<file path="src/rtl/writeback_unit.sv">
// -----------------------------------------------------------------------------
// writeback_unit
// Register-file write-back stage of the pipelined RISC core. It takes one
// instruction per cycle from the MEM/WB boundary, selects its result
// (ALU / MEM / PORT / IMM) and presents a registered register-file write.
// A double-word memory load writes two consecutive registers over two cycles
// and holds off the MEM stage (in_ready low) for the second cycle. A
// retired-instruction counter is kept for debug/performance monitoring.
//
// Ports
//   clk, rst            clock (rising edge), asynchronous active-high reset
//   in_valid/in_ready   MEM-stage handshake; in_ready depends on state only
//   flush               synchronous squash of everything pending
//   wb_en, src_sel, dbl, dst           instruction control fields
//   alu_data, mem_data, port_data,
//   imm_data, mem_data_hi              source operands
//   rf_we, rf_waddr, rf_wdata          registered register-file write port
//   retire_cnt                         completed-instruction count (wraps)
// -----------------------------------------------------------------------------
module writeback_unit #(
  parameter int DATA_W = 16,
  parameter int ADDR_W = 3,
  parameter int CNT_W  = 16
) (
  input  logic              clk,
  input  logic              rst,
  input  logic              in_valid,
  output logic              in_ready,
  input  logic              flush,
  input  logic              wb_en,
  input  logic [1:0]        src_sel,
  input  logic              dbl,
  input  logic [ADDR_W-1:0] dst,
  input  logic [DATA_W-1:0] alu_data,
  input  logic [DATA_W-1:0] mem_data,
  input  logic [DATA_W-1:0] port_data,
  input  logic [DATA_W-1:0] imm_data,
  input  logic [DATA_W-1:0] mem_data_hi,
  output logic              rf_we,
  output logic [ADDR_W-1:0] rf_waddr,
  output logic [DATA_W-1:0] rf_wdata,
  output logic [CNT_W-1:0]  retire_cnt
);

  typedef enum logic {NORM = 1'b0, HI = 1'b1} wbState_t;

  localparam logic [1:0] SRC_ALU  = 2'd0;
  localparam logic [1:0] SRC_MEM  = 2'd1;
  localparam logic [1:0] SRC_PORT = 2'd2;

  wbState_t          state;
  wbState_t          nextState;
  logic              accept;
  logic              effDbl;
  logic [DATA_W-1:0] selData;
  logic [DATA_W-1:0] hiData;
  logic [ADDR_W-1:0] hiAddr;

  function automatic logic [DATA_W-1:0] selectSrc(
    input logic [1:0]        sel,
    input logic [DATA_W-1:0] aluVal,
    input logic [DATA_W-1:0] memVal,
    input logic [DATA_W-1:0] portVal,
    input logic [DATA_W-1:0] immVal
  );
    case (sel)
      SRC_ALU:  return aluVal;
      SRC_MEM:  return memVal;
      SRC_PORT: return portVal;
      default:  return immVal;
    endcase
  endfunction

  // in_ready is high only in NORM, so accept can never happen in HI.
  assign accept  = in_valid & in_ready & ~flush;
  // dbl is ignored unless this is a register-writing memory load.
  assign effDbl  = dbl & wb_en & (src_sel == SRC_MEM);
  assign selData = selectSrc(src_sel, alu_data, mem_data, port_data, imm_data);

  // ---- FSM: state register ----
  always_ff @(posedge clk or posedge rst) begin
    if (rst) state <= NORM;
    else     state <= nextState;
  end

  // ---- FSM: next-state logic ----
  always_comb begin
    nextState = state;
    if (flush) begin
      nextState = NORM;
    end else begin
      case (state)
        NORM:    if (accept && effDbl) nextState = HI;
        HI:      nextState = NORM;
        default: nextState = NORM;
      endcase
    end
  end

  // ---- FSM: outputs ----
  always_comb begin
    in_ready = (state == NORM);
  end

  // ---- write-back register stage ----
  // A double is counted at its HI edge only, so a flush in HI drops it from
  // retire_cnt as well as suppressing the high-word write.
  always_ff @(posedge clk or posedge rst) begin
    if (rst) begin
      rf_we      <= 1'b0;
      rf_waddr   <= '0;
      rf_wdata   <= '0;
      retire_cnt <= '0;
      hiData     <= '0;
      hiAddr     <= '0;
    end else if (flush) begin
      rf_we <= 1'b0;
    end else if (state == HI) begin
      rf_we      <= 1'b1;
      rf_waddr   <= hiAddr;
      rf_wdata   <= hiData;
      retire_cnt <= retire_cnt + 1'b1;
    end else if (accept) begin
      rf_we    <= wb_en;
      rf_waddr <= dst;
      rf_wdata <= selData;
      if (effDbl) begin
        hiData <= mem_data_hi;
        hiAddr <= dst + 1'b1;
      end else begin
        retire_cnt <= retire_cnt + 1'b1;
      end
    end else begin
      rf_we <= 1'b0;
    end
  end

endmodule

</file>
<file path="config.mk">
export PLATFORM = sky130hd
export DESIGN_NAME = writeback_unit
export DESIGN_NICKNAME = d
export VERILOG_FILES = /design/src/rtl/writeback_unit.sv
export SDC_FILE = /design/constraint.sdc
export NUM_CORES = 1
export LEC_CHECK = 0
export CORE_ASPECT_RATIO = 0.5
export CORE_MARGIN = 5
export CORE_UTILIZATION = 40
export DETAILED_ROUTE_END_ITERATION = 16
export PLACE_DENSITY = 0.78
export SYNTH_ARGS = -nofsm -noshare
export SYNTH_HDL_FRONTEND = slang
export SYNTH_SLANG_ARGS = --single-unit
</file>
<file path="constraint.sdc">
create_clock -name clk -period 1.8 [get_ports clk]
set_input_delay 0.27 -clock clk [delete_from_list [all_inputs] [get_ports clk]]
set_output_delay 0.27 -clock clk [all_outputs]
set_load 0.01 [all_outputs]
</file>
==> results.py <==
metrics = {
    "floorplan": {
        "die_x_um": 129,
        "dieArea_um2": 8900,
        "io_pins": 128,
        "fp-row-count": 21,
        "core_um2": 6750,
        "start_util": 0.416,
        "die_height_um": 69.3,
    },
    "routing": {
        "viasPerCell": 5.07,
        "wl_per_cell_um": 17.6,
        "vias": 2347,
        "ant_nets": 0,
        "drtIter0Drc": 111,
        "drc": 0,
        "drt-total-wl_um": 8140,
        "first_pass_iters": 4,
    },
    "logic_synthesis": {
        "ys_top_cells_by_area": "dfrtp_1 (50%), mux4_2 (13%), mux2_2 (7.2%), xnor2_1 (5.0%), nand2_1 (4.7%)",
        "synth-seq-area-share": 0.499,
        "syn_inst": 235,
        "ys_types": 29,
        "ys_warn_count": 0,
        "synth_nets": 328,
        "synth.largest_area_cell": "dfrtp_1",
        "avgSynthCellArea_um2": 12.0,
        "ys_seq_elements": 56,
        "syn_area_um2": 2810,
        "yosysTopAreaCellShare": 0.499,
    },
    "finish": {
        "drive_gt1_frac": 0.175,
        "final_cell_mix": "clkdlybuf4s50_1 (127), dfrtp_1 (56), nand2_1 (35), nor2_1 (23), mux2_2 (18)",
        "num-fill-cells": 490,
        "fin_area_um2": 4420,
        "layout_commonest_cell": "clkdlybuf4s50_1",
        "antenna_cells": 0,
        "area_growth_pct": 57.4,
        "final_nets": 463,
    },
    "sta": {
        "hold-worst-slack_ns": 0.338,
        "max_freq_ghz": 0.581,
        "tightest_slew_ns": 0.296,
        "fin_crit_ns": 1.72,
        "setup_violations": 0,
        "setup-tns-final_ns": 0,
        "rsz0062_at_grt": "false",
        "fin_skew_ns": 0.00461,
        "min_period_over_period": 0.956,
        "finalWorstSetupSlack_ns": 0.0785,
        "maxSlewViolCount": 0,
        "slew_headroom": 0.802,
        "hold_violations": 0,
    },
    "global_routing": {
        "grt_antenna_before_repair": 0,
        "grt_overflow": 0,
        "grt_pass1_wl_um": 13400,
        "grt_pass1_vias": 2635,
        "grt_max_degree": 57,
        "grt_usage": 0.190,
    },
    "clock_tree": {
        "cts.clk_slew.worst_paths_ns": 0.07,
        "numCtsBuffers": 5,
        "cts_root_buf": "clkbuf_16",
        "hold_buffers": 0,
        "cts_setup_buffers": 0,
        "cts_tree": "done",
        "cts.sink_count": 56,
        "clk_latency_ns": 0.29,
        "clockBufferDepth": 2,
        "htree_levels": 2,
    },
    "worst_setup_path": {
        "critPathMaxStageDelay_ns": 0.58,
        "required_ns": 1.53,
        "crit_slowest_cell": "clkdlybuf4s50_1",
        "crit_chain": "inv_4 > clkdlybuf4s50_1",
        "cp-end-kind": "output port",
        "critPathArrivalTime_ns": 1.45,
        "worstSetupPathType": "flip-flop to output port",
        "start_kind": "flip-flop",
        "path_max_fanout": 10,
    },
    "power": {
        "ir_worst_vdd_mv": 0.391,
        "pwr-share-clk": 0.273,
        "cellLeakagePower_uw": 0.00179,
        "swShare": 0.265,
        "p_seq_frac": 0.452,
        "p_sw_uw": 962,
        "power_uw": 3630,
        "p_per_area_nw_per_um2": 821,
        "comb_power_share": 0.275,
        "cell_internal_pwr_uw": 2670,
    },
    "placement": {
        "place_area_um2": 4270,
        "place_hpwl_um": 6410,
        "post-place-ws_ns": -0.152,
        "gp_congestion": 0.778,
        "port_buffers": 127,
    },
    "outcome": {
        "status": "finished, final reports clean",
    },
    "run": {
        "maxCapViolCount": 0,
    },
    "hold_path": {
        "hold_path.class": "primary input to async pin",
    },
}
[worst paths after layout]
check | startpoint | end | slack (ns) | depth (start not counted)
max reg2reg | state$_DFF_PP0_ | rf_wdata[5]$_DFFE_PP0P_ | 0.24 | 6
min | rst | rf_waddr[0]$_DFFE_PP0P_ | 0.34 | 3
min reg2reg | retire_cnt[15]$_DFFE_PP0P_ | retire_cnt[15]$_DFFE_PP0P_ | 0.47 | 1
max | state$_DFF_PP0_ | in_ready | 0.08 | 2
min in group clk | retire_cnt[15]$_DFFE_PP0P_ | retire_cnt[15]$_DFFE_PP0P_ | 0.47 | 1
max in group asynchronous | rst | rf_wdata[9]$_DFFE_PP0P_ | 1.21 | 3
[final cells by class]
cell class,count,area (um2),area share
inverter,2,10.0,0.00226
clock buffer,7,143,0.0323
multi-input combinational,161,1300,0.293
sequential,56,1400,0.317
clock inverter,1,7.51,0.00170
timing repair buffer,144,1450,0.328
tap,92,115,0.0260
[flip-flops by register name, indices dropped and copies added, names as in the netlist]
register / count
rf_wdata: 16
rf_we: 1
rf_waddr: 3
hiAddr: 3
hiData: 16
retire_cnt: 16
state: 1
[metrics by stage]
step | util | std cells
after detailed placement | 0.632 | 455
final | 0.655 | 463
after global routing | 0.655 | 463
after global placement | 0.632 | 455
after floorplan | - | 235
after CTS | 0.654 | 463
[metal layers]
| metal | track usage | vias up | share of wire |
|---|---|---|---|
| met5 | 0 | - | 0 |
| met2 | 0.351 | 57 | 0.56 |
| met4 | 0.0640 | 0 | 0.023 |
| met3 | 0.0415 | 15 | 0.035 |
| met1 | 0.216 | 1168 | 0.38 |
| li1 | - | 1107 | - |
[Yosys cell counts (all sizes together)]
cell type	number
inv	2
and2	1
a31oi	16
and4	2
nand2	36
ha	2
and4bb	1
nand3b	1
a211oi	1
nand3	9
nor2	23
clkbuf	8
o21ba	1
buf	8
and4b	1
xnor2	16
mux2i	3
and3	4
mux2	18
nand4	4
a21oi	6
dfrtp	56
mux4	16
[cells by family (layout without fill, tap and decap cells)]
group | after synthesis | after routing | share of synthesized area
compound gates | 24 | 24 | 0.0570
mux | 37 | 37 | 0.211
buf+inv | 18 | 154 | 0.0396
simple gates | 82 | 82 | 0.135
xor+xnor | 16 | 16 | 0.0499
fa+ha+maj | 2 | 2 | 0.00891
flops | 56 | 56 | 0.499
[what timing repair did]
item / in CTS / in global routing
endpoints found under the hold margin: 0 / 0
setup endpoints to repair: 0 / 1
resized for setup: 0 / 1
[power groups by stage]
| stage | Combinational (uW) | Clock (uW) | Sequential [uW] |
|---|---|---|---|
| final | 998 | 991 | 1640 |
| after global routing | 1070 | 1070 | 1670 |
| after CTS | 1010 | 1000 | 1640 |
| after detailed placement | 1000 | 0 | 1660 |
| after global placement | 968 | 0 | 1650 |
| after floorplan | 371 | 0 | 1690 |
[critical path, delay by kind of cell, from the launching register on]
| family | cells | cell delay [ns] |
|---|---|---|
| buffers and inverters | 2 | 0.74 |
| flip-flops | 1 | 0.42 |
Note: power is estimated with default switching activity, not from simulation.
